[config.mk]
export PLATFORM = sky130hd
export DESIGN_NAME = axil_reg_bank_flat
export DESIGN_NICKNAME = d
export VERILOG_FILES = /design/src/rtl/axil_reg_bank_if.sv /design/src/rtl/axil_reg_bank.sv /design/src/flat_wrapper.sv
export SDC_FILE = /design/constraint.sdc
export NUM_CORES = 1
export LEC_CHECK = 0
export CAP_MARGIN = 0
export CELL_PAD_IN_SITES_DETAIL_PLACEMENT = 1
export CELL_PAD_IN_SITES_GLOBAL_PLACEMENT = 1
export CORE_AREA = 2 2 250 252
export CTS_BUF_LIST = sky130_fd_sc_hd__clkbuf_8
export CTS_CLUSTER_DIAMETER = 40
export CTS_CLUSTER_SIZE = 25
export DETAILED_ROUTE_END_ITERATION = 7
export DIE_AREA = 0 0 252 254
export GPL_TIMING_DRIVEN = 0
export PLACE_DENSITY = 0.85
export SLEW_MARGIN = 20
export SYNTH_ARGS = -nofsm -noshare
export SYNTH_HDL_FRONTEND = slang
export SYNTH_SLANG_ARGS = --single-unit
[constraint.sdc]
create_clock -name clk -period 2.55 [get_ports clk]
set_input_delay 0.51 -clock clk [delete_from_list [all_inputs] [get_ports clk]]
set_output_delay 0.51 -clock clk [all_outputs]
set_load 0.005 [all_outputs]
[src/rtl/axil_reg_bank_if.sv]
// AXI4-Lite slave-side bus bundle for axil_reg_bank (AW/W/B write and AR/R read channels).
// The master modport is the host view; the slave modport is the register bank view.
interface axil_reg_bank_if;
   logic [31:0] awaddr;
   logic [2:0]  awprot;
   logic        awvalid;
   logic        awready;
   logic [31:0] wdata;
   logic [3:0]  wstrb;
   logic        wvalid;
   logic        wready;
   logic [1:0]  bresp;
   logic        bvalid;
   logic        bready;
   logic [31:0] araddr;
   logic [2:0]  arprot;
   logic        arvalid;
   logic        arready;
   logic [31:0] rdata;
   logic [1:0]  rresp;
   logic        rvalid;
   logic        rready;

   modport slave (
      input  awaddr, awprot, awvalid, output awready,
      input  wdata, wstrb, wvalid, output wready,
      output bresp, bvalid, input bready,
      input  araddr, arprot, arvalid, output arready,
      output rdata, rresp, rvalid, input rready
   );

   modport master (
      output awaddr, awprot, awvalid, input awready,
      output wdata, wstrb, wvalid, input wready,
      input  bresp, bvalid, output bready,
      output araddr, arprot, arvalid, input arready,
      input  rdata, rresp, rvalid, output rready
   );
endinterface

[src/rtl/axil_reg_bank.sv]
// AXI4-Lite register bank: N_SREG read-only status registers followed by N_CREG masked read/write control registers.
// Optional macro AXIL_STICKY_STATUS_EN latches the STICKY_MASK status bits until the read that returns them.
module axil_reg_bank #(
   parameter int                    N_SREG       = 6,
   parameter int                    N_CREG       = 9,
   parameter int                    ADDR_BITS    = 7,
   parameter logic [N_CREG*32-1:0]  CREG_DEFAULT = {N_CREG{32'h0}},
   parameter logic [N_CREG*32-1:0]  CREG_WMASK   = {N_CREG{32'hFFFF_FFFF}},
   parameter logic [N_SREG*32-1:0]  STICKY_MASK  = {N_SREG{32'h0}}
) (
   input  logic                 clk,
   input  logic                 resetn,
   axil_reg_bank_if.slave       s_axi,
   input  logic [N_SREG*32-1:0] i_sreg,
   output logic [N_CREG*32-1:0] o_creg,
   output logic [N_CREG-1:0]    o_creg_wstrobe,
   output logic [N_SREG-1:0]    o_sreg_rstrobe
);

   localparam int IDX_W = ADDR_BITS - 2;
   localparam int N_REG = N_SREG + N_CREG;

   localparam logic [1:0] RESP_OKAY   = 2'd0;
   localparam logic [1:0] RESP_SLVERR = 2'd2;
   localparam logic [1:0] RESP_DECERR = 2'd3;

   typedef enum logic {W_ADDR_DATA, W_RESP} w_state_e;
   typedef enum logic {R_ADDR, R_DATA} r_state_e;

   w_state_e           w_state_q, w_state_d;
   logic               aw_held_q, aw_held_d;
   logic               w_held_q, w_held_d;
   logic [IDX_W-1:0]   aw_idx_q, aw_idx_d;
   logic [31:0]        wdata_q, wdata_d;
   logic [3:0]         wstrb_q, wstrb_d;
   logic               awready_q, awready_d;
   logic               wready_q, wready_d;
   logic               bvalid_q, bvalid_d;
   logic [1:0]         bresp_q, bresp_d;
   logic [31:0]        creg_q [N_CREG];
   logic [31:0]        creg_d [N_CREG];
   logic [N_CREG-1:0]  wstrobe_q, wstrobe_d;

   r_state_e           r_state_q, r_state_d;
   logic               arready_q, arready_d;
   logic               rvalid_q, rvalid_d;
   logic [31:0]        rdata_q, rdata_d;
   logic [1:0]         rresp_q, rresp_d;
   logic [N_SREG-1:0]  rstrobe_q, rstrobe_d;

   logic [31:0]        sreg_val [N_SREG];
   logic [31:0]        byte_en;
   logic [IDX_W-1:0]   ar_idx;
   logic               ar_fire;
   logic               r_fire;

   assign byte_en = {{8{wstrb_q[3]}}, {8{wstrb_q[2]}}, {8{wstrb_q[1]}}, {8{wstrb_q[0]}}};
   assign ar_idx  = s_axi.araddr[ADDR_BITS-1:2];
   assign ar_fire = arready_q && s_axi.arvalid;
   assign r_fire  = rvalid_q && s_axi.rready;

   // AW and W are captured independently; the write commits one cycle after both are held.
   always_comb begin
      w_state_d = w_state_q;
      aw_held_d = aw_held_q;
      w_held_d  = w_held_q;
      aw_idx_d  = aw_idx_q;
      wdata_d   = wdata_q;
      wstrb_d   = wstrb_q;
      bvalid_d  = bvalid_q;
      bresp_d   = bresp_q;
      creg_d    = creg_q;
      wstrobe_d = '0;
      case (w_state_q)
         W_ADDR_DATA: begin
            if (awready_q && s_axi.awvalid) begin
               aw_held_d = 1'b1;
               aw_idx_d  = s_axi.awaddr[ADDR_BITS-1:2];
            end
            if (wready_q && s_axi.wvalid) begin
               w_held_d = 1'b1;
               wdata_d  = s_axi.wdata;
               wstrb_d  = s_axi.wstrb;
            end
            if (aw_held_q && w_held_q) begin
               aw_held_d = 1'b0;
               w_held_d  = 1'b0;
               w_state_d = W_RESP;
               bvalid_d  = 1'b1;
               if (int'(aw_idx_q) < N_SREG) begin
                  bresp_d = RESP_SLVERR;
               end else if (int'(aw_idx_q) < N_REG) begin
                  bresp_d = RESP_OKAY;
                  for (int k = 0; k < N_CREG; k++) begin
                     if (int'(aw_idx_q) == N_SREG + k) begin
                        creg_d[k] = (creg_q[k] & ~(byte_en & CREG_WMASK[32*k +: 32]))
                                  | (wdata_q & byte_en & CREG_WMASK[32*k +: 32]);
                        wstrobe_d[k] = 1'b1;
                     end
                  end
               end else begin
                  bresp_d = RESP_DECERR;
               end
            end
         end
         W_RESP: begin
            if (bvalid_q && s_axi.bready) begin
               w_state_d = W_ADDR_DATA;
               bvalid_d  = 1'b0;
            end
         end
         default: w_state_d = W_ADDR_DATA;
      endcase
      awready_d = (w_state_d == W_ADDR_DATA) && !aw_held_d;
      wready_d  = (w_state_d == W_ADDR_DATA) && !w_held_d;
   end

   // Reads sample creg_q directly, so a read on a commit edge returns the pre-write value.
   always_comb begin
      r_state_d = r_state_q;
      rvalid_d  = rvalid_q;
      rdata_d   = rdata_q;
      rresp_d   = rresp_q;
      rstrobe_d = '0;
      case (r_state_q)
         R_ADDR: begin
            if (ar_fire) begin
               r_state_d = R_DATA;
               rvalid_d  = 1'b1;
               rdata_d   = 32'h0;
               rresp_d   = RESP_DECERR;
               for (int k = 0; k < N_SREG; k++) begin
                  if (int'(ar_idx) == k) begin
                     rdata_d      = sreg_val[k];
                     rresp_d      = RESP_OKAY;
                     rstrobe_d[k] = 1'b1;
                  end
               end
               for (int k = 0; k < N_CREG; k++) begin
                  if (int'(ar_idx) == N_SREG + k) begin
                     rdata_d = creg_q[k];
                     rresp_d = RESP_OKAY;
                  end
               end
            end
         end
         R_DATA: begin
            if (r_fire) begin
               r_state_d = R_ADDR;
               rvalid_d  = 1'b0;
            end
         end
         default: r_state_d = R_ADDR;
      endcase
      arready_d = (r_state_d == R_ADDR);
   end

`ifdef AXIL_STICKY_STATUS_EN
   logic [31:0]       sticky_q [N_SREG];
   logic [31:0]       sticky_d [N_SREG];
   logic [N_SREG-1:0] rd_sel_q, rd_sel_d;

   // Only bits actually returned are cleared, and a same-cycle set is OR-ed in after the clear.
   always_comb begin
      rd_sel_d = ar_fire ? rstrobe_d : rd_sel_q;
      for (int k = 0; k < N_SREG; k++) begin
         sticky_d[k] = (sticky_q[k]
                       & ~((r_fire && rd_sel_q[k]) ? (rdata_q & STICKY_MASK[32*k +: 32]) : 32'h0))
                     | (i_sreg[32*k +: 32] & STICKY_MASK[32*k +: 32]);
         sreg_val[k] = (i_sreg[32*k +: 32] & ~STICKY_MASK[32*k +: 32]) | sticky_q[k];
      end
   end
`else
   logic unused_sticky;
   assign unused_sticky = ^STICKY_MASK;

   always_comb begin
      for (int k = 0; k < N_SREG; k++) begin
         sreg_val[k] = i_sreg[32*k +: 32];
      end
   end
`endif

   always_ff @(posedge clk) begin
      if (!resetn) begin
         w_state_q <= W_ADDR_DATA;
         aw_held_q <= 1'b0;
         w_held_q  <= 1'b0;
         aw_idx_q  <= '0;
         wdata_q   <= 32'h0;
         wstrb_q   <= 4'h0;
         awready_q <= 1'b0;
         wready_q  <= 1'b0;
         bvalid_q  <= 1'b0;
         bresp_q   <= 2'd0;
         wstrobe_q <= '0;
         for (int k = 0; k < N_CREG; k++) begin
            creg_q[k] <= CREG_DEFAULT[32*k +: 32];
         end
         r_state_q <= R_ADDR;
         arready_q <= 1'b0;
         rvalid_q  <= 1'b0;
         rdata_q   <= 32'h0;
         rresp_q   <= 2'd0;
         rstrobe_q <= '0;
`ifdef AXIL_STICKY_STATUS_EN
         rd_sel_q  <= '0;
         for (int k = 0; k < N_SREG; k++) begin
            sticky_q[k] <= 32'h0;
         end
`endif
      end else begin
         w_state_q <= w_state_d;
         aw_held_q <= aw_held_d;
         w_held_q  <= w_held_d;
         aw_idx_q  <= aw_idx_d;
         wdata_q   <= wdata_d;
         wstrb_q   <= wstrb_d;
         awready_q <= awready_d;
         wready_q  <= wready_d;
         bvalid_q  <= bvalid_d;
         bresp_q   <= bresp_d;
         wstrobe_q <= wstrobe_d;
         creg_q    <= creg_d;
         r_state_q <= r_state_d;
         arready_q <= arready_d;
         rvalid_q  <= rvalid_d;
         rdata_q   <= rdata_d;
         rresp_q   <= rresp_d;
         rstrobe_q <= rstrobe_d;
`ifdef AXIL_STICKY_STATUS_EN
         rd_sel_q  <= rd_sel_d;
         sticky_q  <= sticky_d;
`endif
      end
   end

   assign s_axi.awready  = awready_q;
   assign s_axi.wready   = wready_q;
   assign s_axi.bvalid   = bvalid_q;
   assign s_axi.bresp    = bresp_q;
   assign s_axi.arready  = arready_q;
   assign s_axi.rvalid   = rvalid_q;
   assign s_axi.rdata    = rdata_q;
   assign s_axi.rresp    = rresp_q;
   assign o_creg_wstrobe = wstrobe_q;
   assign o_sreg_rstrobe = rstrobe_q;

   for (genvar g = 0; g < N_CREG; g++) begin : g_creg_out
      assign o_creg[32*g +: 32] = creg_q[g];
   end

   logic unused_bits;
   assign unused_bits = ^{s_axi.awaddr[31:ADDR_BITS], s_axi.awaddr[1:0], s_axi.awprot,
                          s_axi.araddr[31:ADDR_BITS], s_axi.araddr[1:0], s_axi.arprot};

endmodule

[src/flat_wrapper.sv]
// flat-port wrapper written by rule: the top's interface ports become plain ports
module axil_reg_bank_flat 
#(
   parameter int                    N_SREG       = 6,
   parameter int                    N_CREG       = 9,
   parameter int                    ADDR_BITS    = 7,
   parameter logic [N_CREG*32-1:0]  CREG_DEFAULT = {N_CREG{32'h0}},
   parameter logic [N_CREG*32-1:0]  CREG_WMASK   = {N_CREG{32'hFFFF_FFFF}},
   parameter logic [N_SREG*32-1:0]  STICKY_MASK  = {N_SREG{32'h0}}
)
  (clk, resetn, i_sreg, o_creg, o_creg_wstrobe, o_sreg_rstrobe, s_axi_awaddr, s_axi_awprot, s_axi_awvalid, s_axi_awready, s_axi_wdata, s_axi_wstrb, s_axi_wvalid, s_axi_wready, s_axi_bresp, s_axi_bvalid, s_axi_bready, s_axi_araddr, s_axi_arprot, s_axi_arvalid, s_axi_arready, s_axi_rdata, s_axi_rresp, s_axi_rvalid, s_axi_rready);
  axil_reg_bank_if s_axi_i ();
  input  logic clk;
  input  logic resetn;
  input  logic [N_SREG*32-1:0] i_sreg;
  output logic [N_CREG*32-1:0] o_creg;
  output logic [N_CREG-1:0] o_creg_wstrobe;
  output logic [N_SREG-1:0] o_sreg_rstrobe;
  input wire logic [$bits(s_axi_i.awaddr)-1:0] s_axi_awaddr;
  input wire logic [$bits(s_axi_i.awprot)-1:0] s_axi_awprot;
  input wire logic [$bits(s_axi_i.awvalid)-1:0] s_axi_awvalid;
  output wire logic [$bits(s_axi_i.awready)-1:0] s_axi_awready;
  input wire logic [$bits(s_axi_i.wdata)-1:0] s_axi_wdata;
  input wire logic [$bits(s_axi_i.wstrb)-1:0] s_axi_wstrb;
  input wire logic [$bits(s_axi_i.wvalid)-1:0] s_axi_wvalid;
  output wire logic [$bits(s_axi_i.wready)-1:0] s_axi_wready;
  output wire logic [$bits(s_axi_i.bresp)-1:0] s_axi_bresp;
  output wire logic [$bits(s_axi_i.bvalid)-1:0] s_axi_bvalid;
  input wire logic [$bits(s_axi_i.bready)-1:0] s_axi_bready;
  input wire logic [$bits(s_axi_i.araddr)-1:0] s_axi_araddr;
  input wire logic [$bits(s_axi_i.arprot)-1:0] s_axi_arprot;
  input wire logic [$bits(s_axi_i.arvalid)-1:0] s_axi_arvalid;
  output wire logic [$bits(s_axi_i.arready)-1:0] s_axi_arready;
  output wire logic [$bits(s_axi_i.rdata)-1:0] s_axi_rdata;
  output wire logic [$bits(s_axi_i.rresp)-1:0] s_axi_rresp;
  output wire logic [$bits(s_axi_i.rvalid)-1:0] s_axi_rvalid;
  input wire logic [$bits(s_axi_i.rready)-1:0] s_axi_rready;
  assign s_axi_i.awaddr = s_axi_awaddr;
  assign s_axi_i.awprot = s_axi_awprot;
  assign s_axi_i.awvalid = s_axi_awvalid;
  assign s_axi_awready = s_axi_i.awready;
  assign s_axi_i.wdata = s_axi_wdata;
  assign s_axi_i.wstrb = s_axi_wstrb;
  assign s_axi_i.wvalid = s_axi_wvalid;
  assign s_axi_wready = s_axi_i.wready;
  assign s_axi_bresp = s_axi_i.bresp;
  assign s_axi_bvalid = s_axi_i.bvalid;
  assign s_axi_i.bready = s_axi_bready;
  assign s_axi_i.araddr = s_axi_araddr;
  assign s_axi_i.arprot = s_axi_arprot;
  assign s_axi_i.arvalid = s_axi_arvalid;
  assign s_axi_arready = s_axi_i.arready;
  assign s_axi_rdata = s_axi_i.rdata;
  assign s_axi_rresp = s_axi_i.rresp;
  assign s_axi_rvalid = s_axi_i.rvalid;
  assign s_axi_i.rready = s_axi_rready;
  axil_reg_bank #(.N_SREG(N_SREG), .N_CREG(N_CREG), .ADDR_BITS(ADDR_BITS), .CREG_DEFAULT(CREG_DEFAULT), .CREG_WMASK(CREG_WMASK), .STICKY_MASK(STICKY_MASK)) u_core (.clk(clk), .resetn(resetn), .s_axi(s_axi_i), .i_sreg(i_sreg), .o_creg(o_creg), .o_creg_wstrobe(o_creg_wstrobe), .o_sreg_rstrobe(o_sreg_rstrobe));
endmodule
Word-level counts from Yosys, hierarchy flattened --
Index checks and enable logic that the tools add are counted.
Word-level totals: input bits 305, register bits after elaboration 389, logic and storage cells 177
Operators by class: reductions and logical operators 28, $lt $le $gt $ge 2, muxes and demuxes 65, bitwise logic cells 29, equality and inequality tests 27
Operators with widths (count):
- 32-bit 2-to-1 mux | 15
- 32-bit AND | 10
- 32-bit OR | 9
- 5-bit == test (second input constant) | 14
- 5-bit AND reduction | 9
- 2-bit 2-to-1 mux | 17
- 32-bit inverter | 1
- 5-bit by 4-bit == test with 1-bit output (second input constant) | 6
- 1-bit 2-to-1 mux | 29
- 2-bit AND reduction | 6
- 5-bit by 3-bit == test with 1-bit output (second input constant) | 2
- 1-bit inverter | 9
- 1-bit logical AND | 8
- 1-bit case mux with 2 select lines | 4
- 5-bit by 2-bit == test with 1-bit output (second input constant) | 1
- 5-bit zero test | 1
- 5-bit by 3-bit less-than comparator with 1-bit output (second input constant) | 1
- 5-bit by 4-bit less-than comparator with 1-bit output (second input constant) | 1
- 5-bit OR reduction | 1
- 2-bit by 1-bit != test with 1-bit output (second input constant) | 2
- 2-bit != test (second input constant) | 2
- 3-bit OR reduction | 1
- 1-bit zero test | 2

Depth between registers and ports, before layout --
Gate-level depths: netlist of run 1.
word-level depth 16, mapped depth 9, mapped depth without buffers 5

Worst setup path before layout of run 1 --
Ideal clock, no wire load.
path kind input-to-reg, start point input s_axi_araddr[3], end point register u_core.rdata_q[20] (netlist: u_core.s_axi.rdata[20]), arrival 2.006 ns, path buffers 1, stages on the path 6, required time 2.433 ns, setup slack 0.427 ns, cells stage by stage buf_4 > nor4b_2 > nand2_1 > o22a_1 > a31o_2 > a32o_1
On the way: word-level cells in the longest chain between the ends 16
Ends and longest elaborated chain:
- start, declared | line flat_wrapper.sv:30 | input wire logic [$bits(s_axi_i.araddr)-1:0] s_axi_araddr;
- 5-bit zero test | line axil_reg_bank.sv:133 | if (int'(ar_idx) == k) begin
- 32-bit 2-to-1 mux (6 in a row) | line axil_reg_bank.sv:133
- 32-bit 2-to-1 mux (8 in a row) | line axil_reg_bank.sv:140 | if (int'(ar_idx) == N_SREG + k) begin
- 32-bit 2-to-1 mux * | line axil_reg_bank.sv:140
- end signal, assigned | line axil_reg_bank.sv:228 | rdata_q <= rdata_d;
- end, declared | line axil_reg_bank.sv:47 | logic [31:0] rdata_q, rdata_d;
Mark *: on every way between the ends. The rest lies on a longest branch, timed or not. A chain may end at the register's enable or synchronous reset.

Worst setup path after layout of run 1 --
start point input s_axi_araddr[3], end point register u_core.rdata_q[19] (netlist: u_core.s_axi.rdata[19])
The elaborated chain is that of the path after synthesis.

==> impl_metrics.tcl, run 1 <==
set metrics [dict create \
    synth_compound_area_frac 0.2696 \
    cp-start-kind "input pin" \
    clock_latency_ps 730 \
    nNetsFinal 3474 \
    ys_ff_latch 388 \
    hp-class "in2reg" \
    num_rows 91 \
    cts.path.max_buffers 3 \
    ioPinCount 649 \
    seqCellArea_um2 7767 \
    synth_nets 2816 \
    drt-initial-drc-count 2792 \
    startpoint "s_axi_araddr[3]" \
    antenna_found_initial 7 \
    initial_core_util 0.3077 \
    rrSetupSlack_ps 110 \
    worst_pin_slew_ps 1002 \
    hold_depth 3 \
    htree_levels 2 \
    n_fill_cell 7485 \
    clk_pin_slew_ps 80 \
    r2r_cells 7 \
    synth-edff-count 0 \
    avgRoutedWirePerCell_um 32.73 \
    slew_headroom 0.3319 \
    synthFlopType "dfxtp_1" \
    core_area_um2 61260 \
    grt_pass1_vias 24120 \
    synth.most_common_cell "nand2_1" \
    numCtsBuffers 61 \
    crit_family "buffers and inverters" \
    synth_top_cell_area_share 0.4122 \
    leakage_nw 9.237 \
    violations "design-rule violations, negative setup slack" \
    grt_first_pass_wirelength_mm 179.0 \
    wl_mm 131.3 \
    power_density_nw_per_um2 526.5 \
    yosysTopAreaCell "dfxtp_1" \
    dieHeight_um 254 \
    cp-end-kind "register" \
    drive_gt1_frac 0.09472 \
    rr_startpoint "u_core.aw_idx_q[1]" \
    grt_max_degree 17 \
    netlist_top_cells_count "nand2_1 (488), a21oi_1 (423), dfxtp_1 (388), nand3_1 (332), clkbuf_1 (195)" \
    yosysUniqueCellTypes 74 \
    dieArea_um2 64010 \
    grt_usage 0.3934 \
    yosys-top-cells-area "dfxtp_1 (41%), a21oi_1 (11%), nand2_1 (9.7%), nand3_1 (8.8%), clkbuf_1 (3.9%)" \
    rsz0062_at_grt "true" \
    timing.setup.tns_ps -215.2 \
    critPathMaxStageDelay_ps 490 \
    avgSynthCellArea_um2 7.505 \
    io_buffers 587 \
    path_cells "clkdlybuf4s50_1 > buf_4 > buf_2 > nand2b_1 > nor2_1 > buf_4 > a22oi_1 > a41oi_2 > o221a_2" \
    crit_end "u_core.s_axi.rdata[19]" \
    cpMostUsedCell "buf_4" \
    synth-simple-area-share 0.2510 \
    num_vias 24360 \
    hpwl_mm 104.1 \
    p_total_mw 14.61 \
    post-route-period-util 1.020 \
    die_w_um 252 \
    synth-warning-count 0 \
    hold_viol 0 \
    outcome "finished with violations" \
    synth_xor_area_frac 0.0004647 \
    place.gp.congestion 1.010 \
    crit_type "in2reg" \
    fin_crit_ps 2600 \
    clock_sinks 388 \
    cts-root-buf "clkbuf_8" \
    pre_cts_ws_ps -1551 \
    layout_setup_ws_ps -49.90 \
    setup_viol 7 \
    overflow 0 \
    post_synth_mux_area_share 0.01069 \
    peakVddDrop_mv 0.4726 \
    max_freq_ghz 0.3846 \
    async_reset_ff_frac 0 \
    synth_area_um2 18850 \
    crit_fanout 10 \
    worst_path_max_delay_cell "clkdlybuf4s50_1" \
    worstPathArrival_ps 3240 \
    synthCells 2511 \
    area_growth_pct 47.22 \
    multiInputGateArea_um2 10370 \
    drv_slew 0 \
    postRouteAntennaNets 0 \
    cap_violations 0 \
    dr.pass1.iters 8 \
    critPathBufInv 4 \
    synth_fa_ha_area_frac 0 \
    cts_tree "yes" \
    cp.depth 9 \
    seq_area_frac_synth 0.4122 \
    required_ps 3190 \
    synth_top_family_by_area "compound AO/OA/AOI/OAI gates" \
    avgViaCountPerCell 6.071 \
    fin_skew_ps 56.16 \
    drc 7 \
]
## cell type report
class / count / share of cell area
inverters: 7 / 0.0009922
diodes: 2 / 0.0001804
well taps: 790 / 0.03563
repair buffers: 601 / 0.2177
clock inverters: 45 / 0.01660
clock buffers: 69 / 0.03423
multi-input cells: 1862 / 0.3737
flip-flops and latches: 388 / 0.2800
plain buffers: 248 / 0.04099
## repair_timing
action                     in CTS  in global routing
buffers inserted                9                  4
hold buffers                    0                  0
pin swaps                       4                  2
setup endpoints to repair     183                207
gates resized for setup        78                 94
cloned                          0                  0
## where the power goes
group | switching (mW) | total (mW) | leakage [nW] | internal [mW]
Clock | 3.11 | 6.26 | 0.746 | 3.15
Sequential | 0.0652 | 6.20 | 3.13 | 6.14
Combinational | 1.35 | 2.14 | 5.36 | 0.790
## cell usage in the layout, fill, tap and decap left out, types with 18 or more instances in the layout
master             n
a211o_1           21
a211oi_1          27
a21oi_1          423
a22o_1            21
a2bb2oi_1         18
a31oi_1           18
buf_2             32
buf_4             21
clkbuf_1         142
clkbuf_2          41
clkbuf_8          69
clkdlybuf4s50_1  585
dfxtp_1          388
mux2i_1           19
nand2_1          485
nand3_1          331
nor2_1            71
nor2b_1           23
nor3_1            27
o21ai_0           72
o2bb2ai_1         38
## layer usage
| metal | GRT usage | part of all wire | vias up |
|---|---|---|---|
| met5 | 0 | 0.00024 | - |
| met4 | 0.2773 | 0.083 | 6 |
| met3 | 0.1278 | 0.11 | 489 |
| met2 | 0.6295 | 0.44 | 1638 |
| met1 | 0.4433 | 0.36 | 11850 |
| li1 | - | - | 10370 |
## worst min-delay path by stage
stage,startpoint,endpoint,slack [ps]
finish,s_axi_wdata[5],u_core.wdata_q[5],350
CTS,s_axi_wdata[0],u_core.wdata_q[0],330
global placement,register,register,460
detailed placement,register,register,460
floorplan,u_core.w_held_q,u_core.s_axi.wready,440
global route,s_axi_wdata[12],u_core.wdata_q[12],360
## stage by stage
step	cell area (µm²)	hold slack, ps	cells	utilization
6_report	27740	349.1	4012	0.4529
5_1_grt	27740	356.3	4011	0.4529
4_1_cts	27480	326.6	4008	0.4485
3_5_place_dp	25730	462.8	3889	0.4200
3_3_place_gp	25710	458.1	3888	0.4197
2_1_floorplan	18850	436.3	2511	-
## tightest hold or removal path, stage by stage
cell,delay (ps)
clkdlybuf4s50_1,400
nand2_1,60
a21oi_1,50
## logic make-up (layout without fill, tap and decap cells)
| group | Yosys count | count (layout) |
|---|---|---|
| flops | 388 | 388 |
| simple gates | 1033 | 1033 |
| other cells | 0 | 2 |
| xor+xnor | 1 | 1 |
| mux | 20 | 20 |
| compound gates | 808 | 808 |
| buf+inv | 261 | 970 |
Power figures use the tool's default switching activity.
==> inputs of run 2 (changes only) <==
--- a/config.mk
+++ b/config.mk
@@ -16,6 +16,7 @@
 export DIE_AREA = 0 0 252 254
 export GPL_TIMING_DRIVEN = 0
 export PLACE_DENSITY = 0.85
+export REMOVE_ABC_BUFFERS = 1
 export SLEW_MARGIN = 20
 export SYNTH_ARGS = -nofsm -noshare
 export SYNTH_HDL_FRONTEND = slang
==> run 2 against run 1 <==
Against the previous run:
- the flow finishes with violations (negative setup slack)
- global-route usage down 1.2 points
- via count decreased by 0.62%
- sequential power increased by 2%
- cell count shrank 3.4%
- combinational power down 5%
- cell area increased by 2.0%
- flip-flop and latch count unchanged
- clock skew shrank 11 ps
- hold slack got worse by 52 ps
- first-iteration DRC count is 5.4% lower
- highest routed layer unchanged
==> impl_metrics.tcl, run 2 (same netlist as run 1, synthesis figures left out) <==
set metrics [dict create \
    peakVddDrop_mv 0.4234 \
    cts.path.max_buffers 3 \
    outcome "finished with violations" \
    switching_share 0.3033 \
    grt_max_degree 121 \
    clock_latency_ps 690 \
    place.gp.congestion 0.9110 \
    fin_skew_ps 45.57 \
    core_area_um2 61260 \
    die_w_um 252 \
    ioPinCount 649 \
    fin_cells 3875 \
    grt_usage 0.3809 \
    cts_tree "yes" \
    postRouteAntennaNets 0 \
    post-route-period-util 1.039 \
    drc 0 \
    drv_slew 0 \
    io_buffers 588 \
    wl_mm 127.4 \
    avgViaCountPerCell 6.247 \
    dr.pass1.iters 6 \
    intPower_mw 10.90 \
    layout_commonest_cell "clkdlybuf4s50_1" \
    cp-start-kind "input pin" \
    max_freq_ghz 0.3774 \
    grt_first_pass_wirelength_mm 175.4 \
    drive_gt1_frac 0.1065 \
    violations "negative setup slack" \
    numCtsBuffers 72 \
    final_cell_mix "clkdlybuf4s50_1 (582), nand2_1 (484), a21oi_1 (423), dfxtp_1 (383), nand3_1 (331)" \
    avgRoutedWirePerCell_um 32.88 \
    utilization 0.4621 \
    worst_pin_slew_ps 1083 \
    antenna_found_initial 6 \
    cp-end-kind "register" \
    worstPathArrival_ps 3140 \
    placed_cells 3702 \
    required_ps 3040 \
    htree_levels 3 \
    clockPowerShare 0.466 \
    fin_crit_ps 2650 \
    hold_viol 0 \
    area_growth_pct 50.21 \
    hp-class "in2reg" \
    num_vias 24210 \
    overflow 0 \
    drt-initial-drc-count 2642 \
    dieArea_um2 64010 \
    cap_violations 0 \
    pre_cts_ws_ps -1776 \
    clk_pin_slew_ps 80 \
    num_rows 91 \
    sequentialPowerShare 0.403 \
    power_density_nw_per_um2 552.9 \
    crit_fanout 37 \
    nNetsFinal 3326 \
    cts-root-buf "clkbuf_8" \
    hold_slack_ps 296.7 \
    clock_sinks 388 \
    dieHeight_um 254 \
    slew_headroom 0.2771 \
    power_frac_comb 0.130 \
    grt_pass1_vias 24130 \
    crit_type "in2reg" \
    hpwl_mm 88.07 \
    setup_viol 1 \
    layout_setup_ws_ps -99.72 \
    leakage_nw 9.445 \
    power.switching_mw 4.747 \
    initial_core_util 0.3077 \
    p_total_mw 15.65 \
]
## run 2: changes by cell type in the layout (fill, tap and decap cells not counted), moves of 12 or more
cell,delta
clkbuf_1,-142
clkbuf_2,-41
buf_2,-31
buf_16,+19
buf_12,+17
buf_8,+16
buf_4,+13
o221ai_2,-13
o221ai_1,+12
## run 2: critical path: stages
cell and delay [ps]:
buf_4 310, buf_12 280, or3b_2 810, o21ai_0 290, a22oi_1 130, o221ai_1 570
a211oi_1 160
## run 2: area by class of cell
| type | count | area (µm²) |
|---|---|---|
| inverters | 7 | 35.03 |
| fillers | 7230 | 32950 |
| flip-flops and latches | 388 | 7774 |
| repair buffers | 689 | 7455 |
| clock inverters | 56 | 638.1 |
| multi-input cells | 1863 | 10350 |
| well taps | 790 | 988.4 |
| clock buffers | 77 | 1060 |
| diodes | 5 | 12.51 |
## run 2: worst paths after layout
kind	startpoint	endpoint	slack (ps)	cells after the start
worst min register to register	register	register	470	2
worst max register to register	u_core.r_state_q	u_core.s_axi.rdata[27]	30	7
worst min-delay path	resetn	u_core.s_axi.awready	300	3
worst max-delay path	s_axi_araddr[4]	u_core.s_axi.rdata[29]	-100	7
## run 2: metrics by stage
step,setup TNS (ps),area (µm²)
2_1_floorplan,-316230,17810
3_3_place_gp,-1998080,24690
3_5_place_dp,-50990,26120
4_1_cts,-0.2316,28120
5_1_grt,-3.632,28300
6_report,-99.72,28310
## run 2: metal layers
layer  global-route usage  share of wire
met4               0.2156          0.063
met1               0.4679           0.38
met2               0.5847           0.43
met5                    0       0.000078
met3               0.1262           0.12
## run 2: what timing repair did
item,in CTS,in global routing
setup buffers,22,12
endpoints found under the setup margin,188,43
resized for setup,25,12
hold buffers,0,0
pin swaps,6,5
gates cloned,0,1
## run 2: power by group through the flow
stage	clock network [mW]	logic, mW	registers [mW]
floorplan	0	0.624	6.38
global placement	0	1.74	6.46
detailed placement	0	1.92	6.43
CTS	7.35	1.96	6.30
global route	7.65	2.10	6.31
finish	7.30	2.04	6.31
